`src/rtl/acc_demo_flag_rx_decode_if.sv`:
```
// ----------------------------------------------------------------------------
// acc_demo_flag_rx_decode_if
//  Word strobe bus between serial_rx and the acc-demo / PMT-scan decoder.
//  Ports / signals:
//   rx_valid  single-cycle strobe: rx_data holds a complete word
//   rx_data   received word, DATA_WIDTH bits
//  Modports:
//   master    serial_rx side, drives the word
//   slave     decoder side, samples the word
// ----------------------------------------------------------------------------
interface acc_demo_flag_rx_decode_if #(
   parameter int unsigned DATA_WIDTH = 16
);
   logic                  rx_valid;
   logic [DATA_WIDTH-1:0] rx_data;

   modport master (output rx_valid, output rx_data);
   modport slave  (input  rx_valid, input  rx_data);
endinterface

```
`src/rtl/acc_demo_flag_rx_decode.sv`:
```
// ----------------------------------------------------------------------------
// acc_demo_flag_rx_decode
//  Receive-side decoder for the acc-demo / PMT-scan sync link. Consumes the
//  16-bit sync words from serial_rx, rebuilds the acc_demo level, tracks the
//  scan state (IDLE / SCAN / SCAN_TEST), emits scan begin/end pulses and
//  keeps saturating counters of unknown and out-of-sequence words.
//  Ports:
//   clk_i               in   system clock
//   rst_n_i             in   synchronous reset, active-low
//   rx_if               in   word strobe bus (rx_valid / rx_data), slave side
//   err_clr_i           in   synchronous clear of both error counters
//   acc_demo_flag_o     out  rebuilt acc_demo level
//   pmt_start_en_o      out  high while in SCAN or SCAN_TEST
//   pmt_start_test_en_o out  high only in SCAN_TEST
//   scan_begin_o        out  1-clk pulse on entry to SCAN or SCAN_TEST
//   scan_end_o          out  1-clk pulse on return to IDLE
//   unknown_cnt_o       out  count of words matching no sync constant
//   seq_err_cnt_o       out  count of legal words received in an illegal state
// ----------------------------------------------------------------------------
module acc_demo_flag_rx_decode #(
   parameter int unsigned DATA_WIDTH = 16,
   parameter int unsigned ERR_CNT_W  = 16
) (
   input  logic                       clk_i,
   input  logic                       rst_n_i,
   acc_demo_flag_rx_decode_if.slave   rx_if,
   input  logic                       err_clr_i,
   output logic                       acc_demo_flag_o,
   output logic                       pmt_start_en_o,
   output logic                       pmt_start_test_en_o,
   output logic                       scan_begin_o,
   output logic                       scan_end_o,
   output logic [ERR_CNT_W-1:0]       unknown_cnt_o,
   output logic [ERR_CNT_W-1:0]       seq_err_cnt_o
);

   // Sync constants, zero-extended to the word width.
   localparam logic [DATA_WIDTH-1:0] SYNC_ACC1 = DATA_WIDTH'(16'hACC1);
   localparam logic [DATA_WIDTH-1:0] SYNC_ACC0 = DATA_WIDTH'(16'hACC0);
   localparam logic [DATA_WIDTH-1:0] SYNC_SCAN = DATA_WIDTH'(16'h5A51);
   localparam logic [DATA_WIDTH-1:0] SYNC_TEST = DATA_WIDTH'(16'h5A53);
   localparam logic [DATA_WIDTH-1:0] SYNC_END  = DATA_WIDTH'(16'h5A50);

   // Encoding chosen so each enable is a single state flop:
   // bit0 = scanning, bit1 = test scan.
   typedef enum logic [1:0] {
      IDLE      = 2'b00,
      SCAN      = 2'b01,
      SCAN_TEST = 2'b11
   } state_e;

   typedef enum logic [2:0] {
      W_NONE,
      W_ACC1,
      W_ACC0,
      W_SCAN,
      W_TEST,
      W_END,
      W_UNK
   } word_e;

   state_e                 state_q, state_d;
   word_e                  word;
   logic                   acc_q, acc_d;
   logic                   scan_begin_q, scan_begin_d;
   logic                   scan_end_q, scan_end_d;
   logic                   seq_ev, unk_ev;
   logic [ERR_CNT_W-1:0]   unk_cnt_q, unk_cnt_d;
   logic [ERR_CNT_W-1:0]   seq_cnt_q, seq_cnt_d;

   // Classify the incoming word; nothing is seen without the strobe.
   always_comb begin
      word = W_NONE;
      if (rx_if.rx_valid) begin
         unique case (rx_if.rx_data)
            SYNC_ACC1: word = W_ACC1;
            SYNC_ACC0: word = W_ACC0;
            SYNC_SCAN: word = W_SCAN;
            SYNC_TEST: word = W_TEST;
            SYNC_END:  word = W_END;
            default:   word = W_UNK;
         endcase
      end
   end

   // Next-state, pulses and error events.
   always_comb begin
      state_d      = state_q;
      acc_d        = acc_q;
      scan_begin_d = 1'b0;
      scan_end_d   = 1'b0;
      seq_ev       = 1'b0;
      unk_ev       = 1'b0;

      unique case (word)
         W_ACC1: begin
            if (acc_q) seq_ev = 1'b1;   // repeated edge: a falling edge was lost
            else       acc_d  = 1'b1;
         end
         W_ACC0: begin
            if (!acc_q) seq_ev = 1'b1;
            else        acc_d  = 1'b0;
         end
         W_SCAN, W_TEST: begin
            if (state_q == IDLE) begin
               state_d      = (word == W_TEST) ? SCAN_TEST : SCAN;
               scan_begin_d = 1'b1;
            end else begin
               seq_ev = 1'b1;           // no mode switch mid-scan
            end
         end
         W_END: begin
            if (state_q != IDLE) begin
               state_d    = IDLE;
               scan_end_d = 1'b1;
            end else begin
               seq_ev = 1'b1;
            end
         end
         W_UNK:   unk_ev = 1'b1;
         default: ;
      endcase
   end

   // Saturating counters; a clear swallows any same-cycle event.
   always_comb begin
      unk_cnt_d = unk_cnt_q;
      seq_cnt_d = seq_cnt_q;
      if (err_clr_i) begin
         unk_cnt_d = '0;
         seq_cnt_d = '0;
      end else begin
         if (unk_ev && (unk_cnt_q != '1)) unk_cnt_d = unk_cnt_q + ERR_CNT_W'(1);
         if (seq_ev && (seq_cnt_q != '1)) seq_cnt_d = seq_cnt_q + ERR_CNT_W'(1);
      end
   end

   always_ff @(posedge clk_i) begin
      if (!rst_n_i) begin
         state_q      <= IDLE;
         acc_q        <= 1'b0;
         scan_begin_q <= 1'b0;
         scan_end_q   <= 1'b0;
         unk_cnt_q    <= '0;
         seq_cnt_q    <= '0;
      end else begin
         state_q      <= state_d;
         acc_q        <= acc_d;
         scan_begin_q <= scan_begin_d;
         scan_end_q   <= scan_end_d;
         unk_cnt_q    <= unk_cnt_d;
         seq_cnt_q    <= seq_cnt_d;
      end
   end

   assign acc_demo_flag_o     = acc_q;
   assign pmt_start_en_o      = state_q[0];
   assign pmt_start_test_en_o = state_q[1];
   assign scan_begin_o        = scan_begin_q;
   assign scan_end_o          = scan_end_q;
   assign unknown_cnt_o       = unk_cnt_q;
   assign seq_err_cnt_o       = seq_cnt_q;

endmodule
```
`src/flat_wrapper.sv`:
```
// flat-port wrapper written by rule: the top's interface ports become plain ports
module acc_demo_flag_rx_decode_flat 
#(
   parameter int unsigned DATA_WIDTH = 16,
   parameter int unsigned ERR_CNT_W  = 16
)
  (clk_i, rst_n_i, err_clr_i, acc_demo_flag_o, pmt_start_en_o, pmt_start_test_en_o, scan_begin_o, scan_end_o, unknown_cnt_o, seq_err_cnt_o, rx_if_rx_valid, rx_if_rx_data);
  acc_demo_flag_rx_decode_if #(.DATA_WIDTH(DATA_WIDTH)) rx_if_i ();
  input  logic clk_i;
  input  logic rst_n_i;
  input  logic err_clr_i;
  output logic acc_demo_flag_o;
  output logic pmt_start_en_o;
  output logic pmt_start_test_en_o;
  output logic scan_begin_o;
  output logic scan_end_o;
  output logic [ERR_CNT_W-1:0] unknown_cnt_o;
  output logic [ERR_CNT_W-1:0] seq_err_cnt_o;
  input wire logic [$bits(rx_if_i.rx_valid)-1:0] rx_if_rx_valid;
  input wire logic [$bits(rx_if_i.rx_data)-1:0] rx_if_rx_data;
  assign rx_if_i.rx_valid = rx_if_rx_valid;
  assign rx_if_i.rx_data = rx_if_rx_data;
  acc_demo_flag_rx_decode #(.DATA_WIDTH(DATA_WIDTH), .ERR_CNT_W(ERR_CNT_W)) u_core (.clk_i(clk_i), .rst_n_i(rst_n_i), .rx_if(rx_if_i), .err_clr_i(err_clr_i), .acc_demo_flag_o(acc_demo_flag_o), .pmt_start_en_o(pmt_start_en_o), .pmt_start_test_en_o(pmt_start_test_en_o), .scan_begin_o(scan_begin_o), .scan_end_o(scan_end_o), .unknown_cnt_o(unknown_cnt_o), .seq_err_cnt_o(seq_err_cnt_o));
endmodule
```
`config.mk`:
```
export PLATFORM = sky130hd
export DESIGN_NAME = acc_demo_flag_rx_decode_flat
export DESIGN_NICKNAME = d
export VERILOG_FILES = /design/src/rtl/acc_demo_flag_rx_decode_if.sv /design/src/rtl/acc_demo_flag_rx_decode.sv /design/src/flat_wrapper.sv
export SDC_FILE = /design/constraint.sdc
export NUM_CORES = 1
export LEC_CHECK = 0
export BUFFER_PORTS_ARGS = -buffer_cell sky130_fd_sc_hd__buf_4
export CAP_MARGIN = 10
export CORE_AREA = 2 2 73 75
export CTS_BUF_LIST = sky130_fd_sc_hd__clkbuf_16
export CTS_CLUSTER_SIZE = 25
export DETAILED_ROUTE_END_ITERATION = 10
export DIE_AREA = 0 0 75 77
export PLACE_DENSITY = 0.68
export REMOVE_ABC_BUFFERS = 1
export SLEW_MARGIN = 10
export SYNTH_ARGS = -nofsm -noshare
export SYNTH_HDL_FRONTEND = slang
export SYNTH_SLANG_ARGS = --single-unit
```
`constraint.sdc`:
```
create_clock -name clk_i -period 4 [get_ports clk_i]
set_input_delay 0.6 -clock clk_i [delete_from_list [all_inputs] [get_ports clk_i]]
set_output_delay 0.6 -clock clk_i [all_outputs]
set_load 0.005 [all_outputs]
```
==> results of run 1 <==
## cell usage in the layout, fill, tap and decap left out, types with 3 or more instances in the layout
| cell type | count |
|---|---|
| a21boi_0 | 3 |
| a21oi_1 | 22 |
| and3_1 | 3 |
| and4_1 | 8 |
| and4bb_2 | 3 |
| buf_4 | 57 |
| clkbuf_16 | 5 |
| dfxtp_1 | 37 |
| inv_1 | 3 |
| mux2i_1 | 3 |
| nand2_1 | 21 |
| nand2b_1 | 6 |
| nand3_1 | 9 |
| nand3b_1 | 3 |
| nand4_1 | 18 |
| nor2_1 | 12 |
| nor3_1 | 4 |
| nor4_1 | 3 |
| o211ai_1 | 5 |
| o21ai_0 | 19 |
| o31ai_1 | 6 |
| or3_1 | 8 |
| or3_2 | 4 |
| or4_1 | 9 |
## critical path, cell delays in order (launching register included)
cell       delay, ns
dfxtp_1         0.40
ha_1            0.22
inv_1           0.09
nor3_1          0.70
o2111ai_1       0.24
or3_2           0.47
a21oi_1         0.15
## report_power, final
part           switching (W)  internal [W]
sequential       0.000000970      0.000369
combinational      0.0000211     0.0000202
clock               0.000157      0.000228
## worst max path at each step
stage	startpoint	end	cells after the start
after global routing	u_core.seq_err_cnt_o[0]	u_core.seq_err_cnt_o[8]	6
after global placement	rx_if_rx_data[3]	u_core.seq_err_cnt_o[14]	6
final	u_core.seq_err_cnt_o[0]	u_core.seq_err_cnt_o[8]	6
after floorplan	rx_if_rx_data[12]	u_core.unknown_cnt_o[1]	5
after detailed placement	rx_if_rx_data[3]	u_core.seq_err_cnt_o[15]	6
after CTS	u_core.seq_err_cnt_o[0]	u_core.seq_err_cnt_o[8]	6
## cell type report
cell class | instances | area [um2] | share of cell area (%)
Clock buffer | 5 | 125.1 | 4.562
Clock inverter | 3 | 17.52 | 0.6387
Inverter | 3 | 11.26 | 0.4106
Multi-Input combinational cell | 204 | 1333 | 48.59
Sequential cell | 37 | 740.7 | 27.01
Tap cell | 70 | 87.58 | 3.193
Timing Repair Buffer | 57 | 427.9 | 15.60
## metal layers
layer | share of wire [%] | vias to the layer above
li1 | - | 1117
met1 | 44 | 1053
met2 | 51 | 48
met3 | 4.4 | 6
met4 | 1.1 | 0
met5 | 0 | -
## state kept, by name (all words and copies together) (netlist names)
register,cells
u_core.seq_err_cnt_o,16
u_core.unknown_cnt_o,16
u_core.state_q,2
u_core.acc_demo_flag_o,1
u_core.scan_begin_o,1
u_core.scan_end_o,1
## cell families (layout without fill, tap and decap cells)
group	Yosys count	in the layout	share of synthesized area, %
and+or+nand+nor	124	124	36.78
AOI/OAI and AO/OA	74	74	22.14
DFF	37	37	34.40
buffers and inverters	13	68	3.718
muxes	3	3	1.395
adders and majority gates	2	2	1.162
xor gates and xnor gates	1	1	0.4068
## metrics by stage
stage                     hold WS, ns  cell area [um2]  worst slack (ns)
after floorplan                0.4763             2085             1.521
after global placement         0.4764             2600             1.604
after detailed placement       0.4943             2600             1.557
after CTS                      0.4987             2743             1.708
after global routing           0.5300             2743             1.484
final                          0.4984             2743             1.657
==> impl_metrics.env, run 1 <==
export IMPL_clk_latency_ns=0.29
export IMPL_place_inst=371
export IMPL_clock_fmax_mhz=426.8
export IMPL_post_cts_resized=0
export IMPL_ys_flop_type="dfxtp_1"
export IMPL_path_class="reg -> reg"
export IMPL_power_per_cell_area_nw_per_um2=290.5
export IMPL_synth_edf_count=0
export IMPL_firstDrtPassIters=5
export IMPL_antenna_found_initial=0
export IMPL_hold_depth=2
export IMPL_async_reset_ff_share_pct=0
export IMPL_drt_wl_total_mm=5.474
export IMPL_status="complete, no violations"
export IMPL_vias=2224
export IMPL_yosysWarnings=0
export IMPL_first_global_vias=2039
export IMPL_rows=26
export IMPL_final_util_pct=55.10
export IMPL_clock_sinks=37
export IMPL_cts_max_level=2
export IMPL_die_area_um2=5775
export IMPL_cts_tree="done"
export IMPL_wire_per_inst_um=14.44
export IMPL_cp_required_ns=4.19
export IMPL_reg2reg_slack_ns=1.66
export IMPL_synthCells=254
export IMPL_place_hpwl_mm=3.933
export IMPL_gp_congestion=0.8398
export IMPL_area_growth_pct=27.37
export IMPL_cts_setup_buffers=0
export IMPL_postRouteAntennaNets=0
export IMPL_ys_seq_elements=37
export IMPL_yosysMostFrequentCell="dfxtp_1"
export IMPL_grt_total_usage_pct=19.98
export IMPL_fin_setup_tns_ns=0
export IMPL_synth_area_leaders="dfxtp_1 34%, nand4_1 5.2%, a21oi_1 5.1%"
export IMPL_leakage_nw=1.007
export IMPL_globalRouteMet1Util_pct=24.70
export IMPL_busiest_layer="met2"
export IMPL_rsz0062_at_grt="no"
export IMPL_hold_violations=0
export IMPL_post_route_period_util_pct=58.58
export IMPL_cap_viol_max_count=0
export IMPL_use_met3_pct=3.548
export IMPL_cp_max_fo=8
export IMPL_numCtsBuffers=5
export IMPL_route_detailed_drc=0
export IMPL_maxSlewViolCount=0
export IMPL_die_y_um=77
export IMPL_use_met2_pct=34.21
export IMPL_core_area_um2=4977
export IMPL_end_kind="flip-flop"
export IMPL_synth_common_cells="37 x dfxtp_1, 22 x a21oi_1, 21 x nand2_1"
export IMPL_r2r_start="u_core.seq_err_cnt_o[0]"
export IMPL_fin_cells=379
export IMPL_critPathArrivalTime_ns=2.54
export IMPL_grt_pass1_wl_mm=9.211
export IMPL_fin_crit_ns=2.343
export IMPL_worstMarginPinSlew_ns=1.054
export IMPL_total_power_w=0.0007968
export IMPL_antennaDiodeCount=0
export IMPL_postCtsHoldBufs=0
export IMPL_fp_dieW_um=75
export IMPL_grt_overflow=0
export IMPL_r2r_end="u_core.seq_err_cnt_o[8]"
export IMPL_via_per_inst=5.868
export IMPL_yosysTopAreaCell="dfxtp_1"
export IMPL_hold_class="reg -> reg"
export IMPL_dr_first_iter_drc_count=123
export IMPL_root_buffer="clkbuf_16"
export IMPL_r2r_cells=6
export IMPL_crit_path_start_kind="flip-flop"
export IMPL_fill_cells=487
export IMPL_min_from="u_core.seq_err_cnt_o[15]"
export IMPL_setup_viol=0
export IMPL_clock_skew_ns=0.006458
export IMPL_io_pin_count=57
export IMPL_ys_types=55
export IMPL_synth_area_per_cell_um2=8.478
export IMPL_final_net_count=330
export IMPL_clk_pin_slew_ns=0.06
export IMPL_drive_above_1_share_pct=26.21
export IMPL_syn_area_um2=2153
export IMPL_max_vdd_ir_drop_v=0.0001965
export IMPL_seq_area_frac_synth_pct=34.40
export IMPL_cts_path_max_buffers=2
export IMPL_grt_max_degree=31
export IMPL_whs_endpoint="u_core.seq_err_cnt_o[15]"
export IMPL_slew_limit_headroom_pct=29.73
export IMPL_yosys_area_top_type_share_pct=34.40
export IMPL_port_buffers=56
export IMPL_initial_core_util_pct=43.26
Power figures use the tool's default switching activity.
==> run 2: changes to the inputs <==
==> constraint.sdc (replaced) <==
create_clock -name clk_i -period 2.2 [get_ports clk_i]
set_input_delay 0.33 -clock clk_i [delete_from_list [all_inputs] [get_ports clk_i]]
set_output_delay 0.33 -clock clk_i [all_outputs]
set_load 0.005 [all_outputs]
==> run 2 against run 1 <==
Against the previous run:
- clock power rose by 110%
- via count is 3.6% higher
- die area stayed put
- sequential cell count stayed put
- critical path depth unchanged
- sequential power up 82%
- non-clock buffer count grew 10
- first-iteration DRC count down 41%
- worst hold slack got worse by 0.22 ns
- core utilization up 2.3 points
- wire length up 2.6%
- cell count up 2.6%
- critical endpoint is now u_core.unknown_cnt_o[8]
- largest power group unchanged
==> impl_metrics.env, run 2 (synthesized netlist as in run 1, its figures left out) <==
export IMPL_route_detailed_drc=0
export IMPL_cts_tree="done"
export IMPL_rows=26
export IMPL_final_cell_mix="66 x buf_4, 37 x dfxtp_1, 22 x a21oi_1"
export IMPL_cts_path_max_buffers=2
export IMPL_worstMarginPinSlew_ns=0.3745
export IMPL_drive_above_1_share_pct=28.21
export IMPL_cp_required_ns=2.41
export IMPL_setup_viol=0
export IMPL_crit_path_start_kind="flip-flop"
export IMPL_end_kind="flip-flop"
export IMPL_dr_first_iter_drc_count=72
export IMPL_cts_max_level=2
export IMPL_max_vdd_ir_drop_v=0.0002573
export IMPL_die_y_um=77
export IMPL_grt_pass1_wl_mm=9.556
export IMPL_io_pin_count=57
export IMPL_min_from="rx_if_rx_data[1]"
export IMPL_via_per_inst=5.925
export IMPL_slew_limit_headroom_pct=74.32
export IMPL_hold_class="in -> reg"
export IMPL_antennaDiodeCount=0
export IMPL_crit_top_cell="and4_1"
export IMPL_port_buffers=56
export IMPL_clock_sinks=37
export IMPL_firstDrtPassIters=4
export IMPL_cap_viol_max_count=0
export IMPL_root_buffer="clkbuf_16"
export IMPL_cp_cell_sequence="ha_1, and4_1, and4_1, or4_1, or3_1, a21oi_1"
export IMPL_vias=2305
export IMPL_grt_total_usage_pct=20.57
export IMPL_leakage_nw=1.073
export IMPL_crit_path_top_delay_cell="or4_1"
export IMPL_clk_latency_ns=0.28
export IMPL_path_class="reg -> reg"
export IMPL_power_per_cell_area_nw_per_um2=542.5
export IMPL_die_area_um2=5775
export IMPL_initial_core_util_pct=43.26
export IMPL_numCtsBuffers=5
export IMPL_wire_per_inst_um=14.44
export IMPL_drt_wl_total_mm=5.617
export IMPL_total_power_w=0.001549
export IMPL_fin_cells=389
export IMPL_critPathArrivalTime_ns=2.33
export IMPL_postRouteAntennaNets=0
export IMPL_rsz0062_at_grt="no"
export IMPL_antenna_found_initial=0
export IMPL_cp_max_fo=6
export IMPL_postCtsHoldBufs=0
export IMPL_clock_skew_ns=0.003370
export IMPL_fp_dieW_um=75
export IMPL_grt_max_degree=26
export IMPL_area_growth_pct=32.60
export IMPL_layout_commonest_cell="buf_4"
export IMPL_place_inst=381
export IMPL_hold_violations=0
export IMPL_place_hpwl_mm=4.192
export IMPL_clk_pin_slew_ns=0.06
export IMPL_critical_path_max_stage_delay_ns=0.48
export IMPL_r2r_start="u_core.unknown_cnt_o[0]"
export IMPL_core_area_um2=4977
export IMPL_placed_area_um2=2688
export IMPL_fin_crit_ns=2.115
export IMPL_grt_overflow=0
export IMPL_setup_worst_path_start="u_core.unknown_cnt_o[0]"
export IMPL_final_area_um2=2855
export IMPL_clock_fmax_mhz=472.8
export IMPL_maxSlewViolCount=0
export IMPL_post_route_period_util_pct=96.14
export IMPL_cts_setup_buffers=0
export IMPL_gp_congestion=0.8417
export IMPL_final_net_count=340
export IMPL_status="complete, no violations"
export IMPL_first_global_vias=2093
export IMPL_fin_setup_tns_ns=0
==> run 2: changes by cell type in the layout (fill, tap and decap cells not counted) <==
cell	before	now
buf_12	0	1
buf_4	57	66
bufinv_16	0	1
clkinv_1	0	1
clkinv_2	2	0
clkinvlp_4	1	0
inv_1	3	4
nor3_1	4	3
nor3_2	0	1
==> run 2: what timing repair did <==
action                                  in CTS  in global routing
endpoints found under the setup margin       0                  2
endpoints found under the hold margin        0                  0
resized for setup                            0                  1
==> run 2: layer usage <==
layer | track usage [%] | part of all wire, %
met5 | 0 | 0
met4 | 5.536 | 1.1
met3 | 5.256 | 4.9
met2 | 35.18 | 51
met1 | 25.00 | 43
==> run 2: metrics by stage <==
step	setup slack [ns]	util, %	hold slack, ns
5_1_grt	0.01513	57.37	0.2844
3_5_place_dp	0.09897	54.00	0.4898
6_report	0.08488	57.37	0.2773
4_1_cts	0.08820	57.27	0.2768
3_3_place_gp	0.1404	54.00	0.4762
2_1_floorplan	-0.008798	-	0.4069
==> run 2: path summary, 6_finish.rpt <==
| path | to | slack (ns) | depth (start not counted) |
|---|---|---|---|
| worst max-delay path | u_core.unknown_cnt_o[8] | 0.08 | 6 |
| worst min-delay path | u_core.scan_end_o | 0.28 | 2 |
| worst max register to register | u_core.unknown_cnt_o[8] | 0.08 | 6 |
| worst min register to register | u_core.unknown_cnt_o[8] | 0.50 | 2 |
==> run 2: area by class of cell <==
type | instances | area, um2
flip-flops and latches | 37 | 740.7
repair buffers | 67 | 515.5
multi-input cells | 204 | 1338
well taps | 70 | 87.58
clock inverters | 3 | 37.54
clock buffers | 5 | 125.1
fillers | 443 | 2122
inverters | 3 | 11.26
==> run 2: where the power goes <==
group | leakage (nW) | total, W | switching [W] | internal, W
clock network | 0.0826 | 0.000795 | 0.000269 | 0.000526
logic | 0.693 | 0.0000811 | 0.0000398 | 0.0000413
registers | 0.298 | 0.000673 | 0.00000156 | 0.000671
==> run 2: critical path, delay by kind of cell (launching register included) <==
| family | cells | cell delay [ns] |
|---|---|---|
| DFF | 1 | 0.35 |
| adders and majority gates | 1 | 0.26 |
| AOI/OAI and AO/OA | 1 | 0.14 |
| and+or+nand+nor | 4 | 1.30 |
